--- config.mk ---
export PLATFORM = sky130hd
export DESIGN_NAME = cok_kelimeli_anabellek_denetleyici
export DESIGN_NICKNAME = d
export VERILOG_FILES = /design/src/rtl/anabellek_paket.sv /design/src/rtl/anabellek_adres_uretici.sv /design/src/rtl/cok_kelimeli_anabellek_denetleyici.sv
export SDC_FILE = /design/constraint.sdc
export NUM_CORES = 1
export LEC_CHECK = 0
export ABC_AREA = 1
export BUFFER_PORTS_ARGS = -buffer_cell sky130_fd_sc_hd__buf_4
export CAP_MARGIN = 25
export CORE_UTILIZATION = 35
export DETAILED_ROUTE_END_ITERATION = 7
export GPL_ROUTABILITY_DRIVEN = 0
export PLACE_DENSITY = 0.62
export SLEW_MARGIN = 5
export SYNTH_ARGS = -nofsm -noshare
export SYNTH_HDL_FRONTEND = slang
export SYNTH_SLANG_ARGS = --single-unit
--- constraint.sdc ---
create_clock -name clk_i -period 5.86 [get_ports clk_i]
set_input_delay 0.293 -clock clk_i [delete_from_list [all_inputs] [get_ports clk_i]]
set_output_delay 0.293 -clock clk_i [all_outputs]
set_load 0.005 [all_outputs]
--- src/rtl/anabellek_paket.sv ---
// Shared definitions for the multi-word main-memory controller: FSM encoding, strobe constants, width helpers.
// Latency: none (declarations only).
// Backpressure: not applicable.
package anabellek_paket;

    typedef enum logic [1:0] {
        MUSAIT = 2'b00,
        YAZ    = 2'b01,
        OKU    = 2'b10
    } durum_t;

    // One strobe bit; replicated to the bus strobe width by the users.
    localparam logic STRB_BIT_ACIK   = 1'b1;
    localparam logic STRB_BIT_KAPALI = 1'b0;

    function automatic int obek_genisligi(input int veri_gen, input int kelime);
        return veri_gen * kelime;
    endfunction

    function automatic int strb_genisligi(input int veri_gen);
        return veri_gen / 8;
    endfunction

    function automatic int kelime_bit(input int kelime);
        return $clog2(kelime);
    endfunction

    function automatic int bayt_bit(input int veri_gen);
        return $clog2(veri_gen / 8);
    endfunction

endpackage

--- src/rtl/anabellek_adres_uretici.sv ---
// Beat address generator: block base, wrapping word index, beat counter and last-beat flag.
// Latency: address valid the cycle after baslat_i; advances one word the cycle after ilerle_i.
// Backpressure: holds index and address while ilerle_i is low.
module anabellek_adres_uretici
    import anabellek_paket::*;
#(
    parameter int  ADRES_GENISLIGI = 32,
    parameter int  VERI_GENISLIGI  = 32,
    parameter int  OBEK_KELIME     = 4,
    localparam int KELIME_BIT      = kelime_bit(OBEK_KELIME),
    localparam int BAYT_BIT        = bayt_bit(VERI_GENISLIGI)
) (
    input  logic                       clk_i,
    input  logic                       rst_i,
    input  logic                       baslat_i,
    input  logic                       ilerle_i,
    input  logic [ADRES_GENISLIGI-1:0] baslangic_adres_i,
    input  logic [KELIME_BIT-1:0]      baslangic_indeks_i,
    output logic [ADRES_GENISLIGI-1:0] adres_o,
    output logic [KELIME_BIT-1:0]      indeks_o,
    output logic [KELIME_BIT-1:0]      sonraki_indeks_o,
    output logic                       son_vurus_o
);

    // Clears the word-index and byte-offset bits so the burst stays inside one block.
    localparam logic [ADRES_GENISLIGI-1:0] TABAN_MASKE =
        ~((ADRES_GENISLIGI'(1) << (KELIME_BIT + BAYT_BIT)) - ADRES_GENISLIGI'(1));
    localparam logic [KELIME_BIT-1:0] SON_ONCESI = KELIME_BIT'(OBEK_KELIME - 2);

    logic [ADRES_GENISLIGI-1:0] taban_q, taban_d;
    logic [KELIME_BIT-1:0]      indeks_q, indeks_d;
    logic [KELIME_BIT-1:0]      sayac_q, sayac_d;
    logic                       son_q, son_d;

    // Load on a new request, step on an accepted beat; index wraps naturally at KELIME_BIT.
    always_comb begin
        taban_d  = taban_q;
        indeks_d = indeks_q;
        sayac_d  = sayac_q;
        son_d    = son_q;
        if (baslat_i) begin
            taban_d  = baslangic_adres_i & TABAN_MASKE;
            indeks_d = baslangic_indeks_i;
            sayac_d  = '0;
            son_d    = 1'b0;
        end else if (ilerle_i) begin
            indeks_d = indeks_q + KELIME_BIT'(1);
            sayac_d  = sayac_q + KELIME_BIT'(1);
            son_d    = (sayac_q == SON_ONCESI);
        end
    end

    // Generator registers.
    always_ff @(posedge clk_i) begin
        if (!rst_i) begin
            taban_q  <= '0;
            indeks_q <= '0;
            sayac_q  <= '0;
            son_q    <= 1'b0;
        end else begin
            taban_q  <= taban_d;
            indeks_q <= indeks_d;
            sayac_q  <= sayac_d;
            son_q    <= son_d;
        end
    end

    // Base and index occupy disjoint bits, so the address is pure wiring of registers.
    assign adres_o          = taban_q | (ADRES_GENISLIGI'(indeks_q) << BAYT_BIT);
    assign indeks_o         = indeks_q;
    assign sonraki_indeks_o = indeks_d;
    assign son_vurus_o      = son_q;

endmodule

--- src/rtl/cok_kelimeli_anabellek_denetleyici.sv ---
// Main-memory controller moving one cache block as single-word iomem beats; optional critical word first (ANABELLEK_KRITIK_KELIME_ONCE_EN).
// Latency: first beat one cycle after acceptance, back-to-back beats, block done OBEK_KELIME+1 cycles after acceptance at zero wait.
// Backpressure: each beat's valid/address/data/strobe held until iomem_ready_i; new requests only while anabellek_musait_o.
module cok_kelimeli_anabellek_denetleyici
    import anabellek_paket::*;
#(
    parameter int  ADRES_GENISLIGI = 32,
    parameter int  VERI_GENISLIGI  = 32,
    parameter int  OBEK_KELIME     = 4,
    localparam int OBEK_GENISLIGI  = obek_genisligi(VERI_GENISLIGI, OBEK_KELIME),
    localparam int STRB            = strb_genisligi(VERI_GENISLIGI),
    localparam int KELIME_BIT      = kelime_bit(OBEK_KELIME)
) (
    input  logic                       clk_i,
    input  logic                       rst_i,
    input  logic                       anabellege_istek_i,
    input  logic                       oku_i,
    input  logic                       yaz_i,
    input  logic [ADRES_GENISLIGI-1:0] oku_adres_i,
    input  logic [ADRES_GENISLIGI-1:0] yaz_adres_i,
    input  logic [OBEK_GENISLIGI-1:0]  yaz_veri_obegi_i,
    input  logic                       iomem_ready_i,
    input  logic [VERI_GENISLIGI-1:0]  anabellekten_veri_i,
    output logic [ADRES_GENISLIGI-1:0] adres_o,
    output logic [VERI_GENISLIGI-1:0]  yaz_veri_o,
    output logic                       iomem_valid_o,
    output logic [STRB-1:0]            wr_strb_o,
    output logic                       anabellek_musait_o,
    output logic                       okunan_veri_obegi_hazir_o,
    output logic [OBEK_GENISLIGI-1:0]  okunan_veri_obegi_o,
    output logic [VERI_GENISLIGI-1:0]  kritik_kelime_o,
    output logic                       kritik_kelime_hazir_o
);

    localparam int W = VERI_GENISLIGI;

    durum_t durum_q, durum_d;

    logic                  kabul, ilerle, son_vurus;
    logic [KELIME_BIT-1:0] indeks, sonraki_indeks, baslangic_indeks;

    logic [OBEK_GENISLIGI-1:0] yaz_tampon_q, yaz_tampon_d;
    logic [OBEK_GENISLIGI-1:0] oku_tampon_q, oku_tampon_d;
    logic [OBEK_GENISLIGI-1:0] obek_q, obek_d;
    logic                      obek_hazir_q, obek_hazir_d;
    logic [W-1:0]              yaz_veri_q, yaz_veri_d;
    logic                      valid_q, valid_d;
    logic                      musait_q, musait_d;
    logic [STRB-1:0]           strb_q, strb_d;

    // iomem_ready_i only matters while a burst is running.
    assign kabul  = (durum_q == MUSAIT) && anabellege_istek_i && (oku_i || yaz_i);
    assign ilerle = (durum_q != MUSAIT) && iomem_ready_i;

`ifdef ANABELLEK_KRITIK_KELIME_ONCE_EN
    assign baslangic_indeks = oku_i ? oku_adres_i[bayt_bit(VERI_GENISLIGI) +: KELIME_BIT] : '0;
`else
    assign baslangic_indeks = '0;
`endif

    anabellek_adres_uretici #(
        .ADRES_GENISLIGI (ADRES_GENISLIGI),
        .VERI_GENISLIGI  (VERI_GENISLIGI),
        .OBEK_KELIME     (OBEK_KELIME)
    ) u_adres_uretici (
        .clk_i              (clk_i),
        .rst_i              (rst_i),
        .baslat_i           (kabul),
        .ilerle_i           (ilerle),
        .baslangic_adres_i  (oku_i ? oku_adres_i : yaz_adres_i),
        .baslangic_indeks_i (baslangic_indeks),
        .adres_o            (adres_o),
        .indeks_o           (indeks),
        .sonraki_indeks_o   (sonraki_indeks),
        .son_vurus_o        (son_vurus)
    );

    // State register.
    always_ff @(posedge clk_i) begin
        if (!rst_i) durum_q <= MUSAIT;
        else        durum_q <= durum_d;
    end

    // Next state: read wins over write; return to idle once the last beat is accepted.
    always_comb begin
        durum_d = durum_q;
        case (durum_q)
            MUSAIT: begin
                if (anabellege_istek_i && oku_i)      durum_d = OKU;
                else if (anabellege_istek_i && yaz_i) durum_d = YAZ;
            end
            YAZ, OKU: begin
                if (iomem_ready_i && son_vurus) durum_d = MUSAIT;
            end
            default: durum_d = MUSAIT;
        endcase
    end

    // Next values of the bus control outputs, decoded from the upcoming state so they register cleanly.
    always_comb begin
        valid_d  = (durum_d != MUSAIT);
        musait_d = (durum_d == MUSAIT);
        strb_d   = (durum_d == YAZ) ? {STRB{STRB_BIT_ACIK}} : {STRB{STRB_BIT_KAPALI}};
    end

    // Datapath: latch the write block at acceptance, pick the next write word, merge read words by index.
    always_comb begin
        yaz_tampon_d = kabul ? yaz_veri_obegi_i : yaz_tampon_q;
        yaz_veri_d   = yaz_veri_q;
        if (kabul && !oku_i)
            yaz_veri_d = yaz_veri_obegi_i[W-1:0];
        else if ((durum_q == YAZ) && ilerle)
            yaz_veri_d = yaz_tampon_q[sonraki_indeks*W +: W];

        oku_tampon_d = oku_tampon_q;
        obek_d       = obek_q;
        obek_hazir_d = 1'b0;
        if ((durum_q == OKU) && ilerle) begin
            oku_tampon_d[indeks*W +: W] = anabellekten_veri_i;
            if (son_vurus) begin
                obek_d       = oku_tampon_d;
                obek_hazir_d = 1'b1;
            end
        end
    end

    // Output and buffer registers.
    always_ff @(posedge clk_i) begin
        if (!rst_i) begin
            valid_q      <= 1'b0;
            musait_q     <= 1'b1;
            strb_q       <= '0;
            yaz_veri_q   <= '0;
            yaz_tampon_q <= '0;
            oku_tampon_q <= '0;
            obek_q       <= '0;
            obek_hazir_q <= 1'b0;
        end else begin
            valid_q      <= valid_d;
            musait_q     <= musait_d;
            strb_q       <= strb_d;
            yaz_veri_q   <= yaz_veri_d;
            yaz_tampon_q <= yaz_tampon_d;
            oku_tampon_q <= oku_tampon_d;
            obek_q       <= obek_d;
            obek_hazir_q <= obek_hazir_d;
        end
    end

    assign iomem_valid_o             = valid_q;
    assign anabellek_musait_o        = musait_q;
    assign wr_strb_o                 = strb_q;
    assign yaz_veri_o                = yaz_veri_q;
    assign okunan_veri_obegi_o       = obek_q;
    assign okunan_veri_obegi_hazir_o = obek_hazir_q;

`ifdef ANABELLEK_KRITIK_KELIME_ONCE_EN
    logic         ilk_q, ilk_d;
    logic [W-1:0] kritik_q, kritik_d;
    logic         kritik_hazir_q, kritik_hazir_d;

    // The first accepted read beat is the requested word; forward it ahead of the block.
    always_comb begin
        ilk_d          = ilk_q;
        kritik_d       = kritik_q;
        kritik_hazir_d = 1'b0;
        if (kabul) begin
            ilk_d = oku_i;
        end else if ((durum_q == OKU) && ilerle) begin
            ilk_d = 1'b0;
            if (ilk_q) begin
                kritik_d       = anabellekten_veri_i;
                kritik_hazir_d = 1'b1;
            end
        end
    end

    // Critical word registers.
    always_ff @(posedge clk_i) begin
        if (!rst_i) begin
            ilk_q          <= 1'b0;
            kritik_q       <= '0;
            kritik_hazir_q <= 1'b0;
        end else begin
            ilk_q          <= ilk_d;
            kritik_q       <= kritik_d;
            kritik_hazir_q <= kritik_hazir_d;
        end
    end

    assign kritik_kelime_o       = kritik_q;
    assign kritik_kelime_hazir_o = kritik_hazir_q;
`else
    assign kritik_kelime_o       = '0;
    assign kritik_kelime_hazir_o = 1'b0;
`endif

endmodule

## Yosys cells after proc, flatten, opt, wreduce, memory -nomap -nowiden

Index checks and enable logic that the tools add are counted.

| cells by class | value |
|---|---|
| $add $sub $neg | 3 |
| eq/ne operators | 4 |
| shifts and indexed selects | 3 |
| mux-type cells | 12 |
| bitwise logic cells | 2 |
| reduce and logical (&&, ||, !) cells | 20 |

Operator list:

| kind | number |
|---|---|
| $bwmux W128 | 1 |
| $shift A32 B34 Y128 const A | 1 |
| $shiftx A128 B8 Y32 | 1 |
| $shiftx A32 B34 Y128 | 1 |
| $mux W32 | 3 |
| $neg A7 Y34 | 1 |
| $or A32 B4 Y32 | 1 |
| $mux W2 | 5 |
| $logic_and A1 B1 Y1 | 9 |
| $reduce_bool A2 Y1 | 3 |
| $add A2 B1 Y2 const B | 2 |
| $eq A2 B1 Y1 const B | 2 |
| $eq A2 B2 Y1 const B | 2 |
| $logic_not A2 Y1 | 2 |
| $mux W4 | 1 |
| $pmux W2 S2 | 1 |
| $reduce_and A2 Y1 | 2 |
| $reduce_or A2 Y1 | 2 |
| $logic_not A1 Y1 | 1 |
| $logic_or A1 B1 Y1 | 1 |
| $mux W1 | 1 |
| $not A1 Y1 | 1 |

| storage, ports and cells | value |
|---|---|
| bits in registers | 458 |
| bits of input ports | 230 |
| output and inout bits | 232 |
| logic and storage cells | 57 |

## Depth between registers and ports, before layout

Gate-level depths: netlist (run 1).

| depth | value |
|---|---|
| depth in word-level cells | 7 |
| depth in mapped cells | 15 |
| depth with buffers taken out | 13 |

## Cells and area by module

From an unflattened synthesis (run 1), not the netlist that was laid out.

| unflattened totals | value |
|---|---|
| cell total of the unflattened synthesis | 2,858 |
| area, all modules | 20,199.4 um2 |

Modules (own cells, without submodules):

| module | instances | cells an instance | area an instance (um2) | seq. area each (um2) |
|---|---|---|---|---|
| cok_kelimeli_anabellek_denetleyici | 1 | 2,699 | 18,970.7 | 8,448.1 |
| anabellek_adres_uretici | 1 | 159 | 1,228.7 | 660.6 |

## Least setup slack after synthesis (run 1)

Ideal clock, no wire load.

| path | value |
|---|---|
| kind | reg2reg |
| from | register u_adres_uretici.indeks_q[0] (netlist: u_adres_uretici.indeks_o[0]) |
| to | register oku_tampon_q[66] |
| library setup time | 0.115 ns |
| arrival time | 1.799 ns |
| path slack | 3.946 ns |
| stages on the path, launching flop included | 11 |
| buffers on the path | 3 |
| period minus slack after synthesis | 1.914 ns |
| path through | dfxtp_1 > buf_2 > inv_1 > ha_1 > clkbuf_1 > nor2_1 > nand3_1 > clkbuf_1 > o22ai_1 > o21ai_0 > inv_1 |

| between the ends | value |
|---|---|
| longest elaborated chain between the ends | 3 |

RTL lines:

| item | line | RTL |
|---|---|---|
| start, declared | anabellek_adres_uretici.sv:31 | `logic [KELIME_BIT-1:0] indeks_q, indeks_d;` |
| start signal, assigned | anabellek_adres_uretici.sv:62 | `indeks_q <= indeks_d;` |
| $neg A7 Y34 (*) | cok_kelimeli_anabellek_denetleyici.sv:119 | `oku_tampon_d[indeks*W +: W] = anabellekten_veri_i;` |
| $shiftx A32 B34 Y128 or $shift A32 B34 Y128 (tied branches) | cok_kelimeli_anabellek_denetleyici.sv:119 |  |
| $bwmux W128 (*) | cok_kelimeli_anabellek_denetleyici.sv:119 |  |
| end signal, assigned | cok_kelimeli_anabellek_denetleyici.sv:144 | `oku_tampon_q <= oku_tampon_d;` |
| end, declared | cok_kelimeli_anabellek_denetleyici.sv:43 | `logic [OBEK_GENISLIGI-1:0] oku_tampon_q, oku_tampon_d;` |

Mark *: on every way between the ends. The rest lies on a longest branch, timed or not.
A chain may end at the register's enable or synchronous reset.

## Worst setup path after layout (run 1)

| path | value |
|---|---|
| from | register u_adres_uretici.indeks_q[0] (netlist: u_adres_uretici.indeks_o[0]) |
| to | register yaz_veri_q[13] (netlist: yaz_veri_o[13]) |

| between the ends | value |
|---|---|
| longest elaborated chain between the ends | 6 |

RTL lines:

| item | line | RTL |
|---|---|---|
| $add A2 B1 Y2 | anabellek_adres_uretici.sv:47 | `indeks_d = indeks_q + KELIME_BIT'(1);` |
| $mux W2 (*) | anabellek_adres_uretici.sv:46 | `end else if (ilerle_i) begin` |
| $mux W2 (*) | anabellek_adres_uretici.sv:41 | `if (baslat_i) begin` |
| $shiftx A128 B8 Y32 (*) | cok_kelimeli_anabellek_denetleyici.sv:113 | `yaz_veri_d = yaz_tampon_q[sonraki_indeks*W +: W];` |
| $mux W32 (*) | cok_kelimeli_anabellek_denetleyici.sv:112 | `else if ((durum_q == YAZ) && ilerle)` |
| $mux W32 (*) | cok_kelimeli_anabellek_denetleyici.sv:110 | `if (kabul && !oku_i)` |
| end signal, assigned | cok_kelimeli_anabellek_denetleyici.sv:142 | `yaz_veri_q <= yaz_veri_d;` |
| end, declared | cok_kelimeli_anabellek_denetleyici.sv:46 | `logic [W-1:0] yaz_veri_q, yaz_veri_d;` |

Mark *: on every way between the ends. The rest lies on a longest branch, timed or not. The select of a mux whose other input is x is not followed.

==> results.toml, run 1 <==
[yosys]
yosysWarningCount = 0
ys_ff_latch = 455
synth.distinct_cells = 26
synth_top_family_by_area = "compound AO/OA/AOI/OAI gates"
ys_seq_area_frac = 0.4633
synth_mux_area_frac = 0
netlist_area_sq_um = 19660
syn_avg_cell_area_sq_um = 7.054
syn_inst = 2787
synthSimpleGateAreaFrac = 0.1636
synth_top_area_frac = 0.4633
synth_compound_area_frac = 0.2289
synth_top_area_cell = "dfxtp_1"
synthTopCellsByArea = "dfxtp_1, o21ai_0, nor2_1"
synth_fa_ha_area_frac = 0.007001
synth-xor-area-share = 0

[place]
dpl-instance-area_sq_um = 22920
hpwlAfterDp_microns = 43590
port_buffers = 418

[clocking]
cts_htree_levels = 2
clk_pin_slew_ns = 0.06
cts.sinks = 455
cts_tree = "yes"
root_buffer = "clkbuf_16"
cts-hold-fix-buffers = 177
cts_buffer_depth = 3
cts_setup_buffers = 0
cts_buffers = 51
clk_latency_ns = 0.61
post_cts_resized = 0

[finish]
layout_common_cells = "nor2_1, dfxtp_1, buf_4"
fill_cells = 5560
drive_gt1_frac = 0.1643
layout_commonest_cell = "nor2_1"
seq_area_sq_um = 9109
layout.nets = 3486
final_area_sq_um = 26320
multi_input_area_sq_um = 8035
syn2layout_area_growth_pct = 33.86

[floorplanning]
dieArea_sq_um = 57120
fp.dieW_microns = 239.0
ios = 462
die_h_microns = 239.0
rows = 86
initial_core_util = 0.3555
core_sq_um = 55310

[sta]
skew_ns = 0.03500
fin_crit_sh = 0.6267
setup_viol = 0
fmax_mhz = 272.3
slew_headroom = 0.2503
worst_pin_slew_ns = 1.125
slew_viol_final = 0
fin_crit_ns = 3.673
tns_ns = 0
rsz0062_at_grt = "false"
hold_viol_final = 0

[global_route]
grt_pass1_wl_microns = 104800
antenna_found_initial = 2
grt_usage = 0.2343
gr-total-overflow = 0
grt_pass1_vias = 18390
grt_max_degree = 216

[pwr]
p_leak_nw = 12.43
vdd.ir_drop.worst_mv = 0.2195
powerDensity_nw_per_um2 = 286.7

[routing]
drtIter0Drc = 1399
wl_per_cell_microns = 17.16
detail-route-antenna-nets = 0
wl_microns = 69190
post-route-drc-count = 0
drtPass1Iterations = 5
via_per_inst = 4.895
vias = 19740

[critical_path]
crit_type = "reg -> reg"
cp-start-kind = "flop"
crit_start = "u_adres_uretici.indeks_o[0]"
cp_max_fo = 38
rrSetupSlack_ns = 2.19
worst-endpoint-required_ns = 6.35
cp.arrival_ns = 4.17
cp-end-kind = "flop"
r2r_start = "u_adres_uretici.indeks_o[0]"

[flow_run]
maxCapViolCount = 0

[min_path]
min_from = "yaz_veri_obegi_i[114]"
min_path_type = "in -> reg"

[status]
outcome = "complete, no violations"
-- flip-flops by register name, indices dropped and copies added (netlist names) --
register                     cells
wr_strb_o                        1
okunan_veri_obegi_hazir_o        1
u_adres_uretici.indeks_o         2
yaz_tampon_q                   128
durum_q                          2
u_adres_uretici.taban_q         28
u_adres_uretici.sayac_q          2
iomem_valid_o                    1
okunan_veri_obegi_o            128
oku_tampon_q                   128
anabellek_musait_o               1
yaz_veri_o                      32
u_adres_uretici.son_vurus_o      1
-- cell type report --
| type | count | share of cell area |
|---|---|---|
| Sequential cell | 455 | 0.3461 |
| Multi-Input combinational cell | 1718 | 0.3053 |
| Timing Repair Buffer | 621 | 0.1952 |
| Inverter | 398 | 0.05701 |
| Clock buffer | 73 | 0.05506 |
| Tap cell | 748 | 0.03556 |
| Clock inverter | 15 | 0.005373 |
| Antenna cell | 4 | 0.0003804 |
-- cell families (layout without fill, tap and decap cells) --
group | after synthesis | in the layout
adders and majority gates | 11 | 11
and+or+nand+nor | 823 | 823
other | 1 | 39
DFF | 455 | 455
AOI/OAI and AO/OA | 849 | 849
buffers and inverters | 648 | 1107
-- critical path, cell delays in order (launching register included) --
cell     delay [ns]
dfxtp_1        0.31
buf_4          0.45
inv_1          0.31
ha_1           0.36
inv_1          0.09
nand3_1        0.10
nand3_2        0.67
inv_1          0.75
nand3_1        0.23
nand3_1        0.12
nand3_1        0.07
nand2_1        0.06
inv_1          0.03
-- per-stage QoR --
step | hold slack [ns] | instances | utilization | setup slack (ns) | total power [W]
final | 0.03326 | 4032 | 0.4758 | 2.187 | 0.007544
after global routing | 0.02312 | 4028 | 0.4756 | 1.931 | 0.007870
after CTS | 0.0008046 | 4027 | 0.4753 | 2.161 | 0.007601
after detailed placement | 0.4444 | 3762 | 0.4145 | 2.095 | 0.004385
after global placement | 0.4413 | 3762 | 0.4145 | 2.123 | 0.004380
after floorplan | 0.4297 | 2821 | - | 3.946 | 0.003989
-- metal layers --
metal / part of all wire / up-vias / GRT usage
li1: - / 9801 / -
met1: 0.42 / 9131 / 0.2944
met2: 0.46 / 678 / 0.3823
met3: 0.088 / 125 / 0.05774
met4: 0.036 / 2 / 0.09518
met5: 0.00017 / - / 0
-- power by group --
group | internal [W] | switching (W) | total [W]
logic | 0.000461 | 0.000667 | 0.00113
registers | 0.00325 | 0.0000667 | 0.00332
clock network | 0.00177 | 0.00133 | 0.00309
total | 0.00548 | 0.00206 | 0.00754
-- cells in the mapped netlist --
| cell type | instances |
|---|---|
| nand3_1 | 78 |
| clkinv_2 | 1 |
| dfxtp_1 | 455 |
| o22ai_1 | 128 |
| a31oi_1 | 28 |
| buf_4 | 43 |
| or2_2 | 6 |
| nand3_2 | 1 |
| buf_2 | 38 |
| a21oi_1 | 205 |
| clkinv_1 | 2 |
| ha_1 | 11 |
| clkbuf_1 | 158 |
| buf_1 | 4 |
| nor2_1 | 468 |
| inv_2 | 2 |
| nand4_1 | 1 |
| o21ai_1 | 41 |
| o211ai_1 | 14 |
| o21a_1 | 8 |
| nand2_1 | 267 |
| o21ai_0 | 425 |
| conb_1 | 1 |
| buf_6 | 7 |
| inv_1 | 393 |
| nand2_2 | 2 |
-- worst paths after layout --
kind | end | cells past startpoint
setup reg to reg | yaz_veri_o[13] | 12
hold reg to reg | yaz_tampon_q[50] | 2
hold / removal | yaz_tampon_q[114] | 3
setup / recovery | yaz_veri_o[13] | 12
Note: power is estimated with default switching activity, not from simulation.
==> inputs of run 2 (changes only) <==
--- a/config.mk
+++ b/config.mk
@@ -11,7 +11,7 @@
 export CORE_UTILIZATION = 35
 export DETAILED_ROUTE_END_ITERATION = 7
 export GPL_ROUTABILITY_DRIVEN = 0
-export PLACE_DENSITY = 0.62
+export PLACE_DENSITY = 0.64
 export SLEW_MARGIN = 5
 export SYNTH_ARGS = -nofsm -noshare
 export SYNTH_HDL_FRONTEND = slang
==> constraint.sdc (replaced) <==
create_clock -name clk_i -period 3.09 [get_ports clk_i]
set_input_delay 0.1545 -clock clk_i [delete_from_list [all_inputs] [get_ports clk_i]]
set_output_delay 0.1545 -clock clk_i [all_outputs]
set_load 0.005 [all_outputs]
==> run 2 against run 1 <==
Sequential power is 90% higher. Maximum frequency is 42% higher. Flip-flop and latch count stayed put. Die area stayed put. Sequential share of layout area is 0.86 points lower. Power is 95% higher. Largest cell class unchanged. Worst hold slack worse by 0.0033 ns. First-iteration DRC count is 24% higher. Worst setup slack worse by 1.7 ns. Clock power is 100% higher. Global-route usage is 0.34 points higher. Critical endpoint is now u_adres_uretici.taban_q[29]. Cell count is 1.2% higher.
==> results.toml, run 2 (same netlist as run 1, synthesis figures left out) <==
[pwr]
vdd.ir_drop.worst_mv = 0.4357
powerDensity_nw_per_um2 = 544.6
total_power_w = 0.01470
p_leak_nw = 12.73

[global_route]
grt_usage = 0.2377
gr-total-overflow = 0
grt_pass1_wl_microns = 106000
grt_pass1_vias = 18590
antenna_found_initial = 4
grt_max_degree = 188

[place]
dpl-instance-area_sq_um = 23220
port_buffers = 418
hpwlAfterDp_microns = 44890

[floorplanning]
fp.dieW_microns = 239.0
initial_core_util = 0.3555
rows = 86
dieArea_sq_um = 57120
core_sq_um = 55310
ios = 462
die_h_microns = 239.0

[finish]
syn2layout_area_growth_pct = 37.28
drive_gt1_frac = 0.1694
final_util = 0.4880
layout_common_cells = "nor2_1, dfxtp_1, buf_4"
layout_commonest_cell = "nor2_1"
final_area_sq_um = 26990
layout.nets = 3531

[sta]
fmax_mhz = 387.9
worst_pin_slew_ns = 0.8247
rsz0062_at_grt = "false"
setup_viol = 0
hold_viol_final = 0
slew_headroom = 0.4502
slew_viol_final = 0
fin_crit_ns = 2.578
fin_crit_sh = 0.8342
tns_ns = 0
skew_ns = 0.04156

[routing]
wl_met2_microns = 31990
highest_layer = "met4"
wl_microns = 69850
wl_per_cell_microns = 17.12
drt-met1-wl_microns = 29660
wl_met3_microns = 5264
drtIter0Drc = 1732
vias = 19960
post-route-drc-count = 0
drtPass1Iterations = 6
detail-route-antenna-nets = 0
via_per_inst = 4.892

[critical_path]
r2r-end = "u_adres_uretici.taban_q[29]"
cp.arrival_ns = 3.11
rrSetupSlack_ns = 0.51
path_common_cell = "inv_1"
worst-endpoint-required_ns = 3.62
r2r_start = "durum_q[1]"
cp_max_fo = 137
rr_worst_depth = 10
cp-end-kind = "flop"
max_stage_delay_ns = 0.58
cp-start-kind = "flop"
crit_start = "durum_q[1]"
crit_type = "reg -> reg"
crit_slowest_cell = "dlygate4sd3_1"
cp_cell_sequence = "inv_1 > ha_1 > nand2_1 > inv_1 > nand2_4 > inv_4 > buf_12 > o21ai_0 > a31oi_1 > dlygate4sd3_1"

[min_path]
holdPathEnd = "okunan_veri_obegi_o[22]"
min_path_type = "in -> reg"
hold_depth = 5
min_from = "anabellekten_veri_i[22]"

[clocking]
clk_latency_ns = 0.61
cts_buffers = 50
cts_setup_buffers = 0
root_buffer = "clkbuf_16"
cts_htree_levels = 2
cts.sinks = 455
cts_buffer_depth = 3
clk_pin_slew_ns = 0.06
cts_tree = "yes"

[status]
outcome = "complete, no violations"

[flow_run]
maxCapViolCount = 0
[run 2: cell types whose count changed in the layout (fill, tap and decap cells not counted), moves of 3 or more]
cell	delta
buf_12	+11
buf_4	+8
bufinv_16	+3
clkbuf_1	-4
clkbuf_8	+5
dlygate4sd3_1	+27
[run 2: routing by layer]
layer  vias to the layer above  GRT usage
li1                       9916          -
met1                      9156     0.3072
met2                       747     0.3822
met3                       145    0.04827
met4                         0     0.1033
met5                         -          0
[run 2: metrics by stage]
stage | worst slack [ns] | std cells | hold slack [ns]
4_1_cts | 0.6434 | 4077 | 0.002538
2_1_floorplan | 1.176 | 2821 | 0.2977
5_1_grt | 0.3168 | 4080 | 0.02983
3_3_place_gp | 0.7542 | 3782 | 0.4113
6_report | 0.5123 | 4081 | 0.02992
3_5_place_dp | 0.7663 | 3782 | 0.4170
[run 2: how the worst max path moves through the flow]
stage                                  end
6_report       u_adres_uretici.taban_q[29]
5_1_grt        u_adres_uretici.taban_q[29]
4_1_cts         u_adres_uretici.taban_q[8]
3_5_place_dp       okunan_veri_obegi_o[38]
3_3_place_gp       okunan_veri_obegi_o[38]
2_1_floorplan             oku_tampon_q[66]
[run 2: area by class of cell]
cell class	count	area, sq um
Clock inverter	18	237.7
Antenna cell	4	10.01
Fill cell	5439	28320
Inverter	398	1500
Tap cell	748	935.9
Multi-Input combinational cell	1718	8033
Clock buffer	73	1478
Sequential cell	455	9109
Timing Repair Buffer	667	5687
[run 2: repair_timing]
| item | CTS | global route |
|---|---|---|
| endpoints found under the hold margin | 202 | 0 |
| hold buffers | 204 | 0 |
| resized for setup | 0 | 0 |
[run 2: critical path, delay by kind of cell, from the launching register on]
kind                       cells  cell delay (ns)
adders and majority gates      1             0.21
buffers and inverters          5             1.33
DFF                            1             0.33
and+or+nand+nor                2             0.16
AOI/OAI and AO/OA              2             0.43
[run 2: report_power, final]
part,switching [W],internal [W],total [W]
Clock,0.00252,0.00367,0.00618
Combinational,0.00128,0.000932,0.00221
Sequential,0.000132,0.00617,0.00630
Total,0.00393,0.0108,0.0147
